**src/rtl/prog_lut_sweep.sv**
```systemverilog
// prog_lut_sweep
//   Serially programmable 2^N-entry, 1-bit lookup table. The table is loaded
//   one bit per cycle through a shift register. It can be evaluated one index
//   at a time, or swept over every index with a running count of 1 entries.
//
//   Ports
//     clk         : sole clock, rising edge
//     rst         : synchronous active-high reset
//     cfg_en      : shift cfg_bit into the table this cycle; aborts a sweep
//     cfg_bit     : bit shifted into table[W-1]
//     in          : evaluation index
//     in_vld      : evaluate table[in] this cycle
//     sweep_start : start a sweep of indices 0..W-1
//     out         : registered table value
//     out_idx     : index that produced out
//     out_vld     : out/out_idx valid this cycle
//     busy        : sweep in progress
//     done        : one-cycle pulse alongside the last sweep output
//     ones_cnt    : number of 1 entries found by the last completed sweep
//
//   state  | meaning
//   S_IDLE | accepts cfg shifts, sweep_start and single evaluations
//   S_RUN  | emitting sweep index cnt_q on each edge
//   S_TAIL | last index emitted; one more busy cycle, then back to idle
module prog_lut_sweep #(
  parameter int              N    = 4,
  parameter logic [2**N-1:0] INIT = '0
) (
  input  logic         clk,
  input  logic         rst,
  input  logic         cfg_en,
  input  logic         cfg_bit,
  input  logic [N-1:0] in,
  input  logic         in_vld,
  input  logic         sweep_start,
  output logic         out,
  output logic [N-1:0] out_idx,
  output logic         out_vld,
  output logic         busy,
  output logic         done,
  output logic [N:0]   ones_cnt
);

  localparam int W = 2**N;

  typedef enum logic [1:0] {
    S_IDLE,
    S_RUN,
    S_TAIL
  } state_t;

  state_t         state_q;
  logic [W-1:0]   table_q;
  logic [W-1:0]   table_d;
  logic           out_q;
  logic [N-1:0]   out_idx_q;
  logic           out_vld_q;
  logic           done_q;
  logic [N:0]     ones_cnt_q;
  logic [N-1:0]   cnt_q;
  logic [N:0]     acc_q;
  logic [N:0]     acc_d;
  logic           last_idx;

  // New bits enter at the top so that after W shifts the first bit lands in table[0].
  assign table_d  = {cfg_bit, table_q[W-1:1]};
  assign acc_d    = acc_q + {{N{1'b0}}, table_q[cnt_q]};
  assign last_idx = (cnt_q == N'(W-1));

  always_ff @(posedge clk) begin
    if (rst) begin
      state_q    <= S_IDLE;
      table_q    <= INIT;
      out_q      <= 1'b0;
      out_idx_q  <= '0;
      out_vld_q  <= 1'b0;
      done_q     <= 1'b0;
      ones_cnt_q <= '0;
      cnt_q      <= '0;
      acc_q      <= '0;
    end else begin
      out_vld_q <= 1'b0;
      done_q    <= 1'b0;
      if (cfg_en) begin
        // A shift during a sweep abandons it; ones_cnt keeps the last completed result.
        table_q <= table_d;
        state_q <= S_IDLE;
      end else begin
        case (state_q)
          S_IDLE: begin
            if (sweep_start) begin
              out_q     <= table_q[0];
              out_idx_q <= '0;
              out_vld_q <= 1'b1;
              cnt_q     <= N'(1);
              acc_q     <= {{N{1'b0}}, table_q[0]};
              state_q   <= S_RUN;
            end else if (in_vld) begin
              out_q     <= table_q[in];
              out_idx_q <= in;
              out_vld_q <= 1'b1;
            end
          end
          S_RUN: begin
            out_q     <= table_q[cnt_q];
            out_idx_q <= cnt_q;
            out_vld_q <= 1'b1;
            acc_q     <= acc_d;
            if (last_idx) begin
              done_q     <= 1'b1;
              ones_cnt_q <= acc_d;
              state_q    <= S_TAIL;
            end else begin
              cnt_q <= cnt_q + N'(1);
            end
          end
          S_TAIL: begin
            // Requests arriving here were seen while busy and are dropped.
            state_q <= S_IDLE;
          end
          default: begin
            state_q <= S_IDLE;
          end
        endcase
      end
    end
  end

  assign out      = out_q;
  assign out_idx  = out_idx_q;
  assign out_vld  = out_vld_q;
  assign busy     = (state_q != S_IDLE);
  assign done     = done_q;
  assign ones_cnt = ones_cnt_q;

endmodule

```
**config.mk**
```make
export PLATFORM = sky130hd
export DESIGN_NAME = prog_lut_sweep
export DESIGN_NICKNAME = d
export VERILOG_FILES = /design/src/rtl/prog_lut_sweep.sv
export SDC_FILE = /design/constraint.sdc
export NUM_CORES = 1
export LEC_CHECK = 0
export ABC_AREA = 0
export BUFFER_PORTS_ARGS = -buffer_cell sky130_fd_sc_hd__buf_2
export CELL_PAD_IN_SITES_DETAIL_PLACEMENT = 0
export CELL_PAD_IN_SITES_GLOBAL_PLACEMENT = 1
export CORE_UTILIZATION = 30
export DETAILED_ROUTE_END_ITERATION = 16
export PLACE_DENSITY = 0.63
export SKIP_CTS_REPAIR_TIMING = 1
export SYNTH_ARGS = -nofsm -noshare
export SYNTH_HDL_FRONTEND = slang
export SYNTH_SLANG_ARGS = --single-unit
```
**constraint.sdc**
```tcl
create_clock -name clk -period 2.92 [get_ports clk]
set_input_delay 0.584 -clock clk [delete_from_list [all_inputs] [get_ports clk]]
set_output_delay 0.584 -clock clk [all_outputs]
set_load 0.005 [all_outputs]
```
# After elaboration in Yosys (flattened, before gate mapping)
# Index checks and enable logic that the tools add are counted.
# word_totals
wordCells,53
in_bits,10
latchBits,0
rom_bits,0
memories,0
mem_bits_rw,0
reg_bits,39
out_inout_bits,13
# classes
n_reduce_logical,10
shifts,0
n_lt_le_gt_ge,2
addsub,2
eq_ne,6
bitwise_logic,2
mul,0
mux,22
n_div,0
# op_table
cell,count
4-bit 2-to-1 mux,4
4-bit case mux with 2 select lines,2
"4-bit by 5-bit < comparator with 1-bit output, second input constant",2
5-bit case mux with 2 select lines,1
3-bit AND reduction,3
1-bit binary-select mux with 4-bit select,2
1-bit 2-to-1 mux,7
"2-bit != test, second input constant",3
5-bit by 1-bit adder with 5-bit output,1
5-bit 2-to-1 mux,1
"4-bit by 1-bit adder with 4-bit output, second input constant",1
"4-bit == test, second input constant",1
2-bit 2-to-1 mux,2
1-bit case mux with 2 select lines,2
2-bit case mux with 2 select lines,1
4-bit AND reduction,1
2-bit nonzero test,2
"3-bit != test, second input constant",1
3-bit OR reduction,1
"2-bit by 1-bit == test with 1-bit output, second input constant",1
2-bit logical NOT,1
1-bit inverter,2
2-bit AND reduction,1
2-bit OR reduction,1

# Depth between registers and ports, before layout
# Gate-level depths: netlist (run 1).
# logic_depth
depth_word,5
depth_mapped,11
depth_no_buf,10

# Least setup slack after synthesis (run 1)
# Ideal clock, no wire load.
# synth_timing
path_kind,register to register
from,reg cnt_q[0]
to,reg acc_q[4]
setup_time_ns,0.115
required_time_ns,2.805
arrival_ns,2.280
path_buffers,0
slack_ns,0.525
synth_period_minus_slack_ns,2.395
stages_incl_launch_ff,11
path_cell_list,dfxtp_1 > mux4_1 > nor2b_1 > a311oi_1 > mux2i_1 > ha_1 > ha_1 > nand3_1 > xor2_1 > o21ai_0 > and2_1
# synth_via
elab_chain_cells,4
# synth_lines
element,line,source
from (decl),60,logic [N-1:0] cnt_q;
from (signal assigned),114,cnt_q <= cnt_q + N'(1);
1-bit binary-select mux with 4-bit select,67,"assign acc_d = acc_q + {{N{1'b0}}, table_q[cnt_q]};"
1-bit 2-to-1 mux (implied by the code),67,
5-bit by 1-bit adder with 5-bit output,67,
5-bit case mux with 2 select lines,89,case (state_q)
to (signal assigned),96,"acc_q <= {{N{1'b0}}, table_q[0]};"
to (decl),61,logic [N:0] acc_q;
# Every way passes these cells. The select of a mux whose other input is x is not followed.
# A chain may end at the register's enable or synchronous reset.

# Final worst setup path (run 1)
# Same ends and word-level chain as after synthesis.

==> impl_metrics.csv, run 1 <==
group,metric,value,unit
status,status,"complete, no violations",
floorplanning,die_area,6610,sq um
hold_path,min_path_type,"flop to flop",
global_route,grt_max_degree,24,
timing,finalCritPeriodShare,0.879,
logic_synthesis,synth_seq_area_share,0.414,
clocking,cts_root_buf,"clkbuf_8",
logic_synthesis,syn_nets,214,
timing,rsz0062_at_grt,"no",
final_layout,seqCellArea,781,sq um
floorplanning,core.rowCount,28,
global_route,antenna_found_initial,0,
worst_setup_path,cp-start-kind,"flop",
logic_synthesis,ys_async_sr_fraction,0,
placement,port_buffers,22,
worst_setup_path,rr_startpoint,"cnt_q[0]",
power,power_leakage,0.875,nW
global_route,grt_pass1_wl,6730,um
final_layout,area_delta_synth_final,13.9,%
floorplanning,die_y,81.3,um
placement,place_hpwl,2970,um
timing,worst_pin_slew,0.684,ns
global_route,grt_overflow,0,
clocking,cts_tree,"done",
global_route,grt_pass1_vias,1348,
worst_setup_path,worst_ep_required_time,3.12,ns
logic_synthesis,synth_area_leaders,"dfxtp_1 (41%), mux2i_1 (14%), nor2_1 (6.6%), mux4_2 (4.8%), a21oi_1 (3.4%)",
timing,finalHoldViolations,0,
final_layout,n_antenna_cell,0,
detailed_routing,drtAntennaViolNets,0,
clocking,htreeDepth,2,
detailed_routing,drt-total-wl,4150,um
logic_synthesis,yosys.area.top_type,"dfxtp_1",
clocking,clockBufferDepth,2,
floorplanning,io_pins,23,
logic_synthesis,netlist_area,1890,sq um
timing,slew_headroom,0.543,
logic_synthesis,syn_area_per_cell,9.39,sq um
detailed_routing,first_pass_iters,4,
detailed_routing,dr.first_iter.drc_count,86,
hold_path,holdPathStages,2,
clocking,path_clk_slew,0.08,ns
clocking,clock_sinks,39,
flow_run,drv_cap,0,
hold_path,hold_end,"acc_q[1]",
timing,final.setup.tns,0,ns
logic_synthesis,ys_warn_count,0,
floorplanning,start_util,0.315,
placement,place.gp.congestion,0.795,
clocking,clkLatencyLatePin,0.30,ns
final_layout,layout.nets,230,
timing,setup-violations-final,0,
placement,placed_cell_area,2030,sq um
power,power.density,513,nW/um^2
logic_synthesis,synth-edff-count,0,
final_layout,fin_area,2150,sq um
logic_synthesis,ys.flop_type,"dfxtp_1",
final_layout,drive_gt1_frac,0.179,
detailed_routing,via_per_inst,4.99,
detailed_routing,wl_per_cell,14.2,um
worst_setup_path,worst_r2r_endpoint,"acc_q[4]",
worst_setup_path,path_max_fanout,4,
final_layout,fillers,609,
worst_setup_path,critical_path_class,"flop to flop",
power,ir_drop,0.224,mV
logic_synthesis,synthDistinctLibCells,37,
timing,finalMaxSlewViolations,0,
logic_synthesis,synthCells,201,
floorplanning,die_w,81.3,um
worst_setup_path,reg2reg_slack,0.35,ns
worst_setup_path,arrival,2.77,ns
timing,fin_skew,0.00839,ns
hold_path,hold_start,"acc_q[1]",
clocking,cts_buffers,5,
worst_setup_path,r2r_cells,10,
global_route,track_usage,0.139,
timing,period_minus_slack,2.57,ns
timing,fmax,390,MHz
detailed_routing,drc_errors,0,
worst_setup_path,end_kind,"flop",
detailed_routing,num_vias,1463,
logic_synthesis,synth_top_area_frac,0.414,
final_layout,multi_input_area,1020,sq um
final_layout,final_cell_mix,"dfxtp_1 (39), nor2_1 (33), mux2i_1 (27), buf_2 (22), nand2_1 (14)",
final_layout,final_common_cell,"dfxtp_1",
logic_synthesis,ys_seq_elements,39,
floorplanning,core,5990,sq um
-- synth_stat cells (5+ instances only) --
master / n
a21oi_1: 13
mux2i_1: 27
dfxtp_1: 39
nor2_1: 33
buf_2: 5
nand2_1: 14
nand3b_1: 5
clkbuf_1: 9
and2_1: 5
-- logic make-up after synthesis --
group / count (synthesis) / synth area share
flip-flops: 39 / 0.414
XOR/XNOR: 4 / 0.0186
multiplexers: 33 / 0.211
buffers and inverters: 17 / 0.0451
AND/OR/NAND/NOR: 73 / 0.182
adder cells (fa/ha/maj): 3 / 0.0199
AO/OA/AOI/OAI: 32 / 0.110
-- flip-flops by register name, summed over array words and instances, names as in the netlist --
name / count
done: 1
out_vld: 1
ones_cnt: 5
cnt_q: 4
table_q: 16
acc_q: 5
out: 1
out_idx: 4
state_q: 2
-- metrics by stage --
stage	instances	hold slack, ns	setup slack [ns]	power, mW	utilization
CTS	293	0.482	0.343	1.12	0.359
global route	293	0.500	0.227	1.15	0.359
detailed placement	285	0.470	0.355	0.643	0.339
floorplan	201	0.449	0.525	0.619	-
finish	293	0.481	0.353	1.10	0.359
global placement	285	0.465	0.431	0.643	0.339
-- power breakdown --
part | switching (mW) | leakage (nW) | total (mW) | internal, mW
combinational | 0.0511 | 0.498 | 0.0850 | 0.0339
clock | 0.196 | 0.0612 | 0.473 | 0.277
sequential | 0.00612 | 0.316 | 0.545 | 0.539
-- area by class of cell --
| cell class | count | area share |
|---|---|---|
| sequential | 39 | 0.363 |
| inverter | 1 | 0.00175 |
| clock buffer | 6 | 0.0384 |
| tap | 75 | 0.0436 |
| clock inverter | 2 | 0.0163 |
| multi-input combinational | 145 | 0.475 |
| timing repair buffer | 25 | 0.0617 |
-- routing by layer --
metal | up-vias | part of all wire | GRT usage
met5 | - | 0 | 0
met2 | 21 | 0.47 | 0.220
met3 | 6 | 0.037 | 0.0416
met1 | 692 | 0.48 | 0.173
li1 | 744 | - | -
met4 | 0 | 0.013 | 0.0571
-- how the worst max path moves through the flow --
| stage | start | to | cells past startpoint |
|---|---|---|---|
| final | cnt_q[0] | acc_q[4] | 10 |
| after global routing | cnt_q[0] | acc_q[4] | 10 |
| after detailed placement | cnt_q[0] | acc_q[4] | 10 |
| after floorplan | cnt_q[0] | acc_q[4] | 10 |
| after global placement | cnt_q[0] | acc_q[4] | 10 |
| after CTS | cnt_q[0] | acc_q[4] | 10 |
-- worst max-delay path: stages (launching register included) --
cell and delay [ns]:
dfxtp_1 0.35, mux4_1 0.56, nor2b_1 0.14, a311oi_1 0.31
mux2i_1 0.15, ha_1 0.22, ha_1 0.22, nand3_1 0.10
xor2_1 0.18, o21ai_0 0.09, and2_1 0.16
(Power assumes the default switching activity.)
==> inputs of run 2 (changes only) <==
Settings changed: ABC_AREA 0 to 1, PLACE_DENSITY 0.63 to 0.66.
==> run 2 against run 1 <==
  * Synthesized area unchanged
  * Hold slack worse by 0.019 ns
  * Sequential power rose by 5.5%
  * Combinational power up 52%
==> impl_metrics.csv, run 2 <==
group,metric,value,unit
status,status,"complete, no violations",
worst_setup_path,critical_path_class,"flop to flop",
worst_setup_path,r2r_cells,13,
floorplanning,core.rowCount,28,
logic_synthesis,synthDistinctLibCells,26,
worst_setup_path,cp-start-kind,"flop",
timing,finalMaxSlewViolations,0,
logic_synthesis,ys_seq_elements,39,
final_layout,n_antenna_cell,0,
logic_synthesis,syn_nets,279,
final_layout,drive_gt1_frac,0.154,
timing,slew_headroom,0.545,
floorplanning,core,5990,sq um
placement,place.gp.congestion,0.791,
clocking,cts_root_buf,"clkbuf_8",
flow_run,drv_cap,0,
final_layout,stdcell_count,361,
final_layout,area_delta_synth_final,12.4,%
placement,placed_cells,353,
timing,fmax,439,MHz
timing,worst_pin_slew,0.681,ns
worst_setup_path,path_max_fanout,14,
worst_setup_path,end_kind,"flop",
logic_synthesis,ys_async_sr_fraction,0,
detailed_routing,dr.first_iter.drc_count,97,
clocking,cts_tree,"done",
worst_setup_path,worst_ep_required_time,3.16,ns
global_route,grt_pass1_vias,1605,
clocking,clockBufferDepth,2,
hold_path,min_path_type,"flop to flop",
global_route,grt_max_degree,28,
worst_setup_path,rr_startpoint,"cnt_q[0]",
clocking,cts_buffers,5,
hold_path,holdPathStages,2,
power,power_leakage,0.937,nW
logic_synthesis,synthCells,266,
logic_synthesis,synth_seq_area_share,0.414,
placement,port_buffers,22,
floorplanning,io_pins,23,
placement,place_hpwl,3420,um
logic_synthesis,synth_top_area_frac,0.414,
detailed_routing,drt-total-wl,4680,um
timing,fin_skew,0.00660,ns
final_layout,final_cell_mix,"nand2_1 (49), dfxtp_1 (39), a21oi_1 (32), nand3_1 (32), o21ai_0 (29)",
logic_synthesis,yosys.area.top_type,"dfxtp_1",
logic_synthesis,ys.flop_type,"dfxtp_1",
power,ir_drop,0.301,mV
final_layout,final_common_cell,"nand2_1",
detailed_routing,via_per_inst,4.79,
power,power.density,504,nW/um^2
timing,finalCritPeriodShare,0.779,
logic_synthesis,synth_common_cells,"nand2_1 (49), dfxtp_1 (39), a21oi_1 (32), nand3_1 (32), o21ai_0 (29)",
final_layout,layout.nets,298,
detailed_routing,drc_errors,0,
timing,setup-violations-final,0,
global_route,grt_overflow,0,
worst_setup_path,arrival,2.51,ns
final_layout,top_register,"table_q",
detailed_routing,drtAntennaViolNets,0,
floorplanning,die_w,81.3,um
logic_synthesis,synth-edff-count,0,
detailed_routing,num_vias,1729,
timing,finalHoldViolations,0,
timing,final.setup.tns,0,ns
hold_path,hold_start,"out",
timing,rsz0062_at_grt,"no",
global_route,track_usage,0.159,
floorplanning,die_area,6610,sq um
logic_synthesis,synth_area_leaders,"dfxtp_1 (41%), nand2_1 (9.7%), a21oi_1 (8.5%), nand3_1 (8.5%), o21ai_0 (7.7%)",
logic_synthesis,yosysMostFrequentCell,"nand2_1",
clocking,clock_sinks,39,
logic_synthesis,netlist_area,1890,sq um
clocking,path_clk_slew,0.08,ns
detailed_routing,first_pass_iters,4,
detailed_routing,wl_per_cell,13.0,um
timing,period_minus_slack,2.28,ns
worst_setup_path,reg2reg_slack,0.64,ns
hold_path,hold_end,"out",
global_route,grt_pass1_wl,7870,um
floorplanning,start_util,0.315,
clocking,clkLatencyLatePin,0.30,ns
clocking,htreeDepth,2,
worst_setup_path,worst_r2r_endpoint,"acc_q[4]",
final_layout,largest_register_ffs,16,
logic_synthesis,syn_area_per_cell,7.10,sq um
global_route,antenna_found_initial,0,
floorplanning,die_y,81.3,um
logic_synthesis,ys_warn_count,0,
run 2: cell types whose count changed after synthesis, moves of 4 or more:
cell,delta
a211oi_1,-4
nand2_1,+35
nand3_1,+28
nor2_1,-8
mux2i_1,-27
inv_1,+25
and2_1,-5
o21ai_0,+25
mux4_2,-4
nand3b_1,-5
a21oi_1,+19
run 2: power by group:
part	internal [mW]	leakage [nW]	switching, mW
Sequential	0.555	0.319	0.0202
Clock	0.167	0.0412	0.198
Combinational	0.0458	0.576	0.0832
Total	0.768	0.937	0.301
run 2: final cells by class:
class,count,area [sq um]
multi-input cells,186,927
fillers,672,3870
clock inverters,2,12.5
clock buffers,6,72.6
repair buffers,23,118
flip-flops and latches,39,781
well taps,75,93.8
inverters,30,118
run 2: critical path, cell delays in order (launching register included):
cell and delay [ns]:
dfxtp_1 0.63, inv_1 0.24, nand2_1 0.11, nand3_1 0.07, nand3_1 0.11, nand3_1 0.09, nand2_1 0.10, inv_1 0.05
ha_1 0.19, ha_1 0.21, nand3_1 0.10, xnor2_1 0.14, nand2_1 0.07, a21oi_1 0.11
run 2: how the worst max path moves through the flow:
stage | from | endpoint | slack [ns] | cells past startpoint
3_5_place_dp | cnt_q[0] | acc_q[4] | 0.66 | 13
4_1_cts | cnt_q[0] | acc_q[4] | 0.63 | 13
3_3_place_gp | cnt_q[0] | acc_q[4] | 0.73 | 13
2_1_floorplan | cnt_q[0] | acc_q[4] | 1.20 | 13
5_1_grt | cnt_q[0] | acc_q[4] | 0.42 | 13
6_report | cnt_q[0] | acc_q[4] | 0.64 | 13
run 2: per-stage QoR:
stage                     setup slack (ns)  cell area [sq um]  hold slack [ns]  power (mW)   util
after floorplan                       1.20               1890            0.453       0.676      -
after detailed placement             0.659               2040            0.453       0.718  0.340
final                                0.644               2120            0.462        1.07  0.354
after global placement               0.729               2040            0.451       0.718  0.340
after global routing                 0.420               2120            0.484        1.13  0.354
after CTS                            0.628               2120            0.466        1.08  0.354
run 2: metal layers:
metal  wire, um  global-route usage  vias up
met5          0                   0        -
met4         56              0.0536        0
met3        109              0.0371        5
met2       2150               0.244       15
met1       2360               0.216      798
li1           -                   -      911
run 2: kinds of logic after synthesis:
group                      share of synthesized area
buffers and inverters                         0.0954
and+or+nand+nor                                0.272
adders and majority gates                     0.0199
xor gates and xnor gates                      0.0186
AOI/OAI and AO/OA                              0.181
DFF                                            0.414
==> inputs of run 3 (changes only) <==
Settings changed: ABC_AREA 1 to 0, PLACE_DENSITY 0.66 to 0.65.
Clock period 2.92 ns to 1.9 ns, I/O delays scaled along.
==> run 3 against run 2 <==
  * Combinational power up 12%
  * Clock-buffer cell count did not move
  * Wire length down 3.8%
  * Sequential share of layout area decreased by 4.7 points
  * Critical endpoint is now ones_cnt[4]
  * Critical path type unchanged
  * The run now ends with setup timing left
  * Flip-flop and latch count unchanged
==> impl_metrics.csv, run 3 (same netlist as run 1, synthesis figures left out) <==
group,metric,value,unit
status,violations,"setup timing",
timing,finalCritPeriodShare,1.23,
timing,fin_skew,0.0110,ns
placement,port_buffers,22,
floorplanning,core,5990,sq um
floorplanning,core.rowCount,28,
global_route,antenna_found_initial,0,
clocking,cts_root_buf,"clkbuf_8",
worst_setup_path,reg2reg_slack,-0.44,ns
global_route,grt_max_degree,20,
final_layout,area_delta_synth_final,29.5,%
floorplanning,die_w,81.3,um
clocking,clockBufferDepth,2,
power,power_leakage,1.01,nW
clocking,cts_buffers,5,
timing,setup_ws,-0.439,ns
worst_setup_path,cp-start-kind,"flop",
worst_setup_path,worst_ep_required_time,2.12,ns
final_layout,stdcell_count,320,
clocking,clkLatencyLatePin,0.30,ns
worst_setup_path,arrival,2.56,ns
clocking,htreeDepth,2,
final_layout,largest_register_ffs,16,
detailed_routing,drc_errors,0,
timing,final.setup.tns,-2.84,ns
power,finalPower,1.71,mW
worst_setup_path,critical_path_class,"flop to flop",
timing,slew_headroom,0.668,
final_layout,top_register,"table_q",
global_route,grt_overflow,0,
final_layout,final_cell_mix,"dfxtp_1 (38), nor2_1 (33), buf_4 (29), mux2i_1 (26), buf_2 (22)",
detailed_routing,via_per_inst,4.91,
final_layout,finalCoreUtilization,0.408,
placement,place_hpwl,3190,um
floorplanning,io_pins,23,
detailed_routing,num_vias,1571,
flow_run,drv_cap,0,
status,status,"complete, but fails checks",
timing,worst_pin_slew,0.493,ns
final_layout,layout.nets,257,
floorplanning,die_area,6610,sq um
global_route,track_usage,0.148,
detailed_routing,dr.first_iter.drc_count,46,
placement,placed_cells,309,
floorplanning,die_y,81.3,um
clocking,clock_sinks,39,
detailed_routing,wl_per_cell,14.1,um
timing,finalHoldViolations,0,
timing,finalMaxSlewViolations,0,
clocking,cts_tree,"done",
floorplanning,start_util,0.315,
timing,rsz0062_at_grt,"yes",
hold_path,min_path_type,"input port to flop",
detailed_routing,drt-total-wl,4500,um
detailed_routing,drtAntennaViolNets,0,
final_layout,final_common_cell,"dfxtp_1",
timing,fmax,428,MHz
final_layout,drive_gt1_frac,0.331,
worst_setup_path,end_kind,"flop",
power,ir_drop,0.538,mV
final_layout,n_antenna_cell,0,
power,power.density,698,nW/um^2
detailed_routing,first_pass_iters,4,
timing,setup-violations-final,10,
worst_setup_path,path_max_fanout,11,
clocking,path_clk_slew,0.08,ns
global_route,grt_pass1_wl,7210,um
timing,period_minus_slack,2.34,ns
placement,place.gp.congestion,0.776,
global_route,grt_pass1_vias,1460,
[run 3: area by class of cell]
class,count,area [sq um]
sequential,39,785
multi-input combinational,145,1100
clock inverter,2,35.0
timing repair buffer,52,343
inverter,1,3.75
clock buffer,6,82.6
fill,619,3550
tap,75,93.8
[run 3: path summary, 6_finish.rpt]
path                    from          end  cells after the start
hold / removal       cfg_bit  table_q[15]                      3
setup / recovery    cnt_q[0]  ones_cnt[4]                     10
setup reg to reg    cnt_q[0]  ones_cnt[4]                     10
hold reg to reg   out_idx[3]   out_idx[3]                      2
[run 3: through the flow]
step                      hold slack, ns  setup slack (ns)  instance area (sq um)
after detailed placement           0.475            -0.535                   2240
final                              0.327            -0.439                   2440
after global routing               0.352            -0.563                   2440
after floorplan                    0.479            -0.379                   1910
after CTS                          0.318            -0.552                   2350
after global placement             0.468            -0.501                   2240
[run 3: layer usage]
layer | track usage | up-vias | share of wire
met3 | 0.0348 | 8 | 0.030
met1 | 0.200 | 745 | 0.51
met4 | 0.0643 | 0 | 0.016
met2 | 0.221 | 25 | 0.44
met5 | 0 | - | 0
li1 | - | 793 | -
[run 3: critical path, stage by stage, from the launching register on]
cell and delay [ns]:
dfxtp_4 0.36, buf_8 0.15, mux2i_2 0.16, mux4_2 0.49, mux2i_1 0.15, ha_2 0.22, ha_4 0.16, nand3_4 0.08
xor2_2 0.16, buf_4 0.14, a211oi_2 0.20
[run 3: power breakdown]
part	total, mW	internal (mW)	leakage [nW]	switching, mW
Sequential	0.837	0.828	0.316	0.00850
Combinational	0.144	0.0615	0.633	0.0828
Clock	0.726	0.425	0.0612	0.301
Total	1.71	1.31	1.01	0.392
